### src/rtl/onephoto_pkg.sv
// Shared OnePhoto direction-finding constants and types.
// Used by the ring buffer and the cross-correlation delay scanner.
package onephoto_pkg;

    localparam int L           = 32;
    localparam int DELTA_START = 74;
    localparam int DELTA_LAST  = 127;
    localparam int READBIT     = 24;

    localparam int DW = $clog2(DELTA_LAST);
    localparam int IW = $clog2(L);
    localparam int PW = 2 * READBIT;
    localparam int CW = PW + IW;

    typedef logic signed [READBIT-1:0] sample_t;
    typedef logic signed [PW-1:0]      prod_t;
    typedef logic signed [CW-1:0]      corr_t;
    typedef logic [DW-1:0]             delta_t;
    typedef logic [IW-1:0]             index_t;

    typedef enum logic [2:0] {
        S_IDLE,
        S_LOAD_REF,
        S_SCAN,
        S_DRAIN,
        S_COMPARE,
        S_DONE
    } state_t;

endpackage

### src/rtl/xcorr_delay_scanner_if.sv
// Scanner bus: start/reference input, ring-buffer read port and results.
// slave is the scanner side, master the ring buffer / controller side.
interface xcorr_delay_scanner_if;
    import onephoto_pkg::*;

    logic    i_start;
    logic    i_ref_valid;
    sample_t i_ref_data;
    delta_t  o_delta;
    index_t  o_index;
    sample_t i_buffer_data;
    delta_t  o_best_delta;
    corr_t   o_best_corr;
    logic    o_done;
    logic    o_busy;

    modport master (
        output i_start, i_ref_valid, i_ref_data, i_buffer_data,
        input  o_delta, o_index, o_best_delta, o_best_corr,
        input  o_done, o_busy
    );

    modport slave (
        input  i_start, i_ref_valid, i_ref_data, i_buffer_data,
        output o_delta, o_index, o_best_delta, o_best_corr,
        output o_done, o_busy
    );

endinterface

### src/rtl/xcorr_delay_scanner_mac_pipe.sv
// Registered signed multiply followed by a full-width accumulator.
// Product width is never truncated; accumulator holds L terms safely.
module mac_pipe
    import onephoto_pkg::*;
(
    input  logic    i_50M_clk,
    input  logic    i_rst,
    input  logic    clr,
    input  logic    en,
    input  sample_t a,
    input  sample_t b,
    output corr_t   acc
);

    prod_t prod;
    logic  prod_vld;

    always_ff @(posedge i_50M_clk or posedge i_rst) begin
        if (i_rst) begin
            prod     <= '0;
            prod_vld <= 1'b0;
            acc      <= '0;
        end else begin
            prod_vld <= en;
            if (en)
                prod <= a * b;
            if (clr)
                acc <= '0;
            else if (prod_vld)
                acc <= acc + corr_t'(prod);
        end
    end

endmodule

### src/rtl/xcorr_delay_scanner.sv
// Captures a reference window, sweeps all candidate delays through the
// ring buffer and keeps the delay with the largest cross-correlation.
module xcorr_delay_scanner
    import onephoto_pkg::*;
(
    input  logic                  i_50M_clk,
    input  logic                  i_rst,
    xcorr_delay_scanner_if.slave  bus
);

    state_t  state;
    state_t  state_nx;
    index_t  ref_cnt;
    sample_t ref_mem [L];
    sample_t ref_q;
    logic    scan_d1;
    logic    drain_cnt;
    delta_t  delta_q;
    index_t  index_q;
    delta_t  best_delta;
    corr_t   best_corr;
    corr_t   acc;

    logic load_last;
    logic scan_last;
    logic sweep_last;
    logic first_delta;
    logic acc_clr;

    assign load_last   = (state == S_LOAD_REF) && bus.i_ref_valid
                         && (ref_cnt == IW'(L - 1));
    assign scan_last   = (state == S_SCAN) && (index_q == IW'(L - 1));
    assign sweep_last  = (delta_q == DW'(DELTA_LAST));
    assign first_delta = (delta_q == DW'(DELTA_START));
    assign acc_clr     = load_last || ((state == S_COMPARE) && !sweep_last);

    always_ff @(posedge i_50M_clk or posedge i_rst) begin
        if (i_rst)
            state <= S_IDLE;
        else
            state <= state_nx;
    end

    always_comb begin
        state_nx = state;
        unique case (state)
            S_IDLE:     if (bus.i_start) state_nx = S_LOAD_REF;
            S_LOAD_REF: if (load_last) state_nx = S_SCAN;
            S_SCAN:     if (scan_last) state_nx = S_DRAIN;
            S_DRAIN:    if (drain_cnt) state_nx = S_COMPARE;
            S_COMPARE:  state_nx = sweep_last ? S_DONE : S_SCAN;
            S_DONE:     if (bus.i_start) state_nx = S_LOAD_REF;
            default:    state_nx = S_IDLE;
        endcase
    end

    // ref_q is read while the index is presented so it lines up with
    // the ring-buffer sample arriving one cycle later.
    always_ff @(posedge i_50M_clk or posedge i_rst) begin
        if (i_rst) begin
            ref_cnt    <= '0;
            ref_q      <= '0;
            scan_d1    <= 1'b0;
            drain_cnt  <= 1'b0;
            delta_q    <= DW'(DELTA_START);
            index_q    <= '0;
            best_delta <= '0;
            best_corr  <= '0;
            for (int i = 0; i < L; i++)
                ref_mem[i] <= '0;
        end else begin
            scan_d1   <= (state == S_SCAN);
            ref_q     <= ref_mem[index_q];
            drain_cnt <= (state == S_DRAIN) ? ~drain_cnt : 1'b0;
            unique case (state)
                S_IDLE, S_DONE: begin
                    if (bus.i_start)
                        ref_cnt <= '0;
                end
                S_LOAD_REF: begin
                    if (bus.i_ref_valid) begin
                        ref_mem[ref_cnt] <= bus.i_ref_data;
                        ref_cnt          <= ref_cnt + 1'b1;
                    end
                    if (load_last) begin
                        delta_q <= DW'(DELTA_START);
                        index_q <= '0;
                    end
                end
                S_SCAN: index_q <= index_q + 1'b1;
                S_COMPARE: begin
                    if ((acc > best_corr) || first_delta) begin
                        best_corr  <= acc;
                        best_delta <= delta_q;
                    end
                    if (!sweep_last) begin
                        delta_q <= delta_q + 1'b1;
                        index_q <= '0;
                    end
                end
                default: ;
            endcase
        end
    end

    mac_pipe u_mac (
        .i_50M_clk (i_50M_clk),
        .i_rst     (i_rst),
        .clr       (acc_clr),
        .en        (scan_d1),
        .a         (bus.i_buffer_data),
        .b         (ref_q),
        .acc       (acc)
    );

    assign bus.o_delta      = delta_q;
    assign bus.o_index      = index_q;
    assign bus.o_best_delta = best_delta;
    assign bus.o_best_corr  = best_corr;
    assign bus.o_done       = (state == S_DONE);
    assign bus.o_busy       = (state != S_IDLE) && (state != S_DONE);

endmodule

### src/flat_wrapper.sv
// flat-port wrapper written by rule: the top's interface ports become plain ports
module xcorr_delay_scanner_flat import onephoto_pkg::*;
  (i_50M_clk, i_rst, bus_i_start, bus_i_ref_valid, bus_i_ref_data, bus_i_buffer_data, bus_o_delta, bus_o_index, bus_o_best_delta, bus_o_best_corr, bus_o_done, bus_o_busy);
  xcorr_delay_scanner_if bus_i ();
  input  logic i_50M_clk;
  input  logic i_rst;
  input wire logic [$bits(bus_i.i_start)-1:0] bus_i_start;
  input wire logic [$bits(bus_i.i_ref_valid)-1:0] bus_i_ref_valid;
  input wire logic [$bits(bus_i.i_ref_data)-1:0] bus_i_ref_data;
  input wire logic [$bits(bus_i.i_buffer_data)-1:0] bus_i_buffer_data;
  output wire logic [$bits(bus_i.o_delta)-1:0] bus_o_delta;
  output wire logic [$bits(bus_i.o_index)-1:0] bus_o_index;
  output wire logic [$bits(bus_i.o_best_delta)-1:0] bus_o_best_delta;
  output wire logic [$bits(bus_i.o_best_corr)-1:0] bus_o_best_corr;
  output wire logic [$bits(bus_i.o_done)-1:0] bus_o_done;
  output wire logic [$bits(bus_i.o_busy)-1:0] bus_o_busy;
  assign bus_i.i_start = bus_i_start;
  assign bus_i.i_ref_valid = bus_i_ref_valid;
  assign bus_i.i_ref_data = bus_i_ref_data;
  assign bus_i.i_buffer_data = bus_i_buffer_data;
  assign bus_o_delta = bus_i.o_delta;
  assign bus_o_index = bus_i.o_index;
  assign bus_o_best_delta = bus_i.o_best_delta;
  assign bus_o_best_corr = bus_i.o_best_corr;
  assign bus_o_done = bus_i.o_done;
  assign bus_o_busy = bus_i.o_busy;
  xcorr_delay_scanner u_core (.i_50M_clk(i_50M_clk), .i_rst(i_rst), .bus(bus_i));
endmodule
### config.mk
export PLATFORM = sky130hd
export DESIGN_NAME = xcorr_delay_scanner_flat
export DESIGN_NICKNAME = d
export VERILOG_FILES = /design/src/rtl/onephoto_pkg.sv /design/src/rtl/xcorr_delay_scanner_if.sv /design/src/rtl/xcorr_delay_scanner_mac_pipe.sv /design/src/rtl/xcorr_delay_scanner.sv /design/src/flat_wrapper.sv
export SDC_FILE = /design/constraint.sdc
export NUM_CORES = 2
export LEC_CHECK = 0
export CORE_MARGIN = 1.5
export CORE_UTILIZATION = 64
export CTS_CLUSTER_DIAMETER = 80
export DETAILED_ROUTE_END_ITERATION = 16
export MAX_ROUTING_LAYER = met4
export PLACE_DENSITY = 0.82
export RECOVER_POWER = 100
export SETUP_SLACK_MARGIN = 0.5
export SLEW_MARGIN = 20
export SYNTH_ARGS = -nofsm -noshare
export SYNTH_HDL_FRONTEND = slang
export SYNTH_SLANG_ARGS = --single-unit
export TNS_END_PERCENT = 30
### constraint.sdc
create_clock -name i_50M_clk -period 44.9 [get_ports i_50M_clk]
set_input_delay 11.225 -clock i_50M_clk [delete_from_list [all_inputs] [get_ports i_50M_clk]]
set_output_delay 11.225 -clock i_50M_clk [all_outputs]
set_load 0.02 [all_outputs]
==> results.md <==
- Synth Net Count: 6465
- Antenna violations before repair: 9
- Last element of the critical path: u_core.bus.o_best_delta[6]
- R2R depth: 22
- Ranking of synthesized cells by area: dfrtp_1, fa_1, mux2_2
- Detailed-route wire length: 166000 µm
- Post-synthesis async set-or-reset flop share: 100%
- Layout cells sized above 1: 23.3%
- Port bufs: 125
- Final period util: 59.7%
- Post-synthesis sequential area ratio: 36.2%
- Tmin final: 26.81 ns
- Critical Path Source: i_rst
- MaxCap Viol Count: 47
- GRT overflow: 0
- Largest net degree at the start of global routing: 110
- Post-CTS Hold Fix Bufs: 0
- Core Area: 0.104 mm²
- Crit Path Max Fanout: 91
- CP max-delay cell: clkbuf_1
- Clk_skew: 0.0396 ns
- # setup viols final: 0
- CP Depth: 6
- Depth of the CTS H-tree: 3
- Mapped Avg Cell Area: 12.1 µm²
- P_leak: 37.0 nW
- Failing checks: capacitance limit, slew limit
- Area leader, netlist: dfrtp_1
- Clk buf depth: 3
- Area Growth Syn to Fin: 8.02%
- CP Capture Type: asynchronous set/reset pin
- Max Fclk: 37.3 MHz
- Most common cell on crit path: clkbuf_1
- Prevailing post-synth register cell: dfrtp_1
- Post-CTS Setup Bufs: 0
- Count leader, synth: dfrtp_1
- Setup CP Type: input pin to asynchronous set/reset pin
- Nets@finish: 6424
- R2R Path Start: u_core.ref_q[1]
- Die span in x: 328 µm
- Final Hold Viols: 0
- Worst path cell trace: dlygate4sd3_1, clkinvlp_2, clkbuf_1, clkbuf_1, clkbuf_1, clkbuf_1
- Drt initial violations: 3165
- Cell Area, Synth: 0.0675 mm²
- P per Cell Area: 24.5 mW/mm²
- Worst Path Required: 44.63 ns
- Worst Tran Pin Value: 4.42 ns
- Register area: 0.0244 mm²
- Reg-to-reg endpoint: u_core.u_mac.prod[46]
- Ys Warns: 0
- Unrepaired setup endpoints after global routing: no
- Drt pass-1 iters: 8
- Hold depth: 1
- Reg2reg setup slack: 36.04 ns
- Crit path buf inv count: 6
- Vias: 43200
- Slew Viols, Final: 1855
- DP HPWL: 111000 µm
- Total track usage: 33.3%
- Die H: 328 µm
- Share of the synthesized area in the top cell type: 36.1%
- Initial Util: 64.9%
- Final Worst Setup Slack: 18.09 ns
- Synth cell types: 79
- Gpl congestion: 0.927
- CTS resizes: 0
- Area of the multi-input gates: 0.0390 mm²
- Maximum VDD drop: 0.0335 mV
- Status: finished with violations
- Worst-path clk slew: 0.05 ns
- Hold path start: u_core.bus.o_best_delta[3]
- Crit-path max cell delay: 3.29 ns
- Number of vias per cell: 6.18
- Synth top cells by count: dfrtp_1, mux2_2, inv_1
- Fillers: 7045
- CTS buffer count: 99
- Die Area: 0.107 mm²
- Post-synth EDFFs: 0
- Clk_lat worst skew: 0.70 ns
- Final setup TNS: 0 ns
- Slew headroom: -195%
- Vias in the first global route: 46700
- Delay-heaviest family, CP: buffers and inverters
- Root Buffer: clkbuf_16
- CTS tree: built
- Register bit total from synthesis: 976
- Final ANT Viol Nets: 0
- # clock sinks: 976
- Pre-CTS setup slack: 25.17 ns
- Total I/O pin count: 126
- WHS: 0.496 ns
- CP startpoint kind: input pin
- Num rows: 118
- Hold Path Class: register to register
- Residual DRC: 0
- Cells after synthesis: 5557
- Routed wire per std cell: 23.8 µm
- First-pass GRT wire length: 265000 µm
- Worst EP arrival: 26.54 ns
-- registers in the layout, indices dropped and copies added, names as in the netlist --
name / cells
u_core.ref_mem: 768
u_core.bus.o_best_corr: 53
u_core.u_mac.acc: 53
u_core.u_mac.prod: 48
u_core.ref_q: 24
u_core.bus.o_best_delta: 7
u_core.bus.o_delta: 7
u_core.bus.o_index: 5
u_core.ref_cnt: 5
u_core.state: 3
u_core.drain_cnt: 1
u_core.scan_d1: 1
u_core.u_mac.prod_vld: 1
-- routing by layer --
metal	up-vias	GRT usage, %	share of wire, %
met3	481	5.09	6.5
li1	18400	-	-
met5	-	-	0
met4	0	16.1	5.7
met2	1594	54.9	50
met1	22700	40.4	38
-- final cells by class --
| type | instances | area share, % |
|---|---|---|
| flip-flops and latches | 976 | 33.5 |
| multi-input cells | 3523 | 53.5 |
| clock buffers | 139 | 3.98 |
| well taps | 1380 | 2.37 |
| inverters | 711 | 3.66 |
| diodes | 9 | 0.0309 |
| clock inverters | 42 | 0.757 |
| repair buffers | 205 | 2.19 |
-- through the flow --
step	cell area (µm²)	utilization, %	power [mW]	cells
2_1_floorplan	67500	-	0.922	5557
3_3_place_gp	69700	67.0	0.939	6795
3_5_place_dp	69700	67.0	0.940	6795
4_1_cts	73200	70.3	1.80	6976
5_1_grt	72900	70.1	1.84	6982
6_report	72900	70.1	1.79	6985
-- placed cells by master (no fill, tap or decap), types with 9 or more instances in the layout --
cell | synthesis | layout
a31oi_1 | 14 | 14
mux2i_1 | 44 | 44
o21bai_1 | 16 | 16
o21ai_0 | 132 | 134
mux2_1 | 0 | 23
ha_1 | 248 | 248
clkbuf_8 | 1 | 23
clkinv_2 | 0 | 24
nand2_1 | 458 | 458
nand3_1 | 34 | 34
buf_4 | 3 | 30
nor3_1 | 18 | 18
dfrtp_1 | 973 | 968
inv_1 | 710 | 709
and3_1 | 15 | 15
a211oi_1 | 8 | 9
a21o_1 | 69 | 69
nor2b_1 | 17 | 17
clkdlybuf4s50_1 | 0 | 32
dlygate4sd3_1 | 0 | 79
xnor2_1 | 74 | 74
mux2_2 | 839 | 816
nand2b_1 | 17 | 17
clkbuf_1 | 302 | 65
buf_2 | 6 | 14
nor2_1 | 124 | 124
nand4_1 | 25 | 25
fa_1 | 608 | 608
and2_1 | 267 | 263
xor2_1 | 29 | 29
diode_2 | 0 | 9
clkbuf_16 | 0 | 101
o21a_1 | 11 | 11
bufinv_16 | 0 | 10
a21oi_1 | 119 | 119
mux4_2 | 240 | 240
-- kinds of logic after synthesis --
kind of cell | synth area share (%)
AO/OA/AOI/OAI | 4.11
buffers and inverters | 5.99
flip-flops | 36.2
XOR/XNOR | 1.34
adder cells (fa/ha/maj) | 22.6
multiplexers | 22.7
AND/OR/NAND/NOR | 7.11
-- power breakdown --
group / internal (mW) / total, mW / switching, mW
clock network: 0.510 / 0.867 / 0.357
logic: 0.00498 / 0.0423 / 0.0373
registers: 0.880 / 0.880 / 0
-- how the worst min path moves through the flow --
stage | to | slack (ns)
floorplan | u_core.u_mac.prod_vld | 0.41
global placement | u_core.ref_mem[111] | 0.48
detailed placement | u_core.ref_mem[623] | 0.49
CTS | u_core.ref_mem[330] | 0.50
global route | u_core.ref_mem[330] | 0.51
finish | u_core.bus.o_best_delta[3] | 0.50
Power figures use the tool's default switching activity.
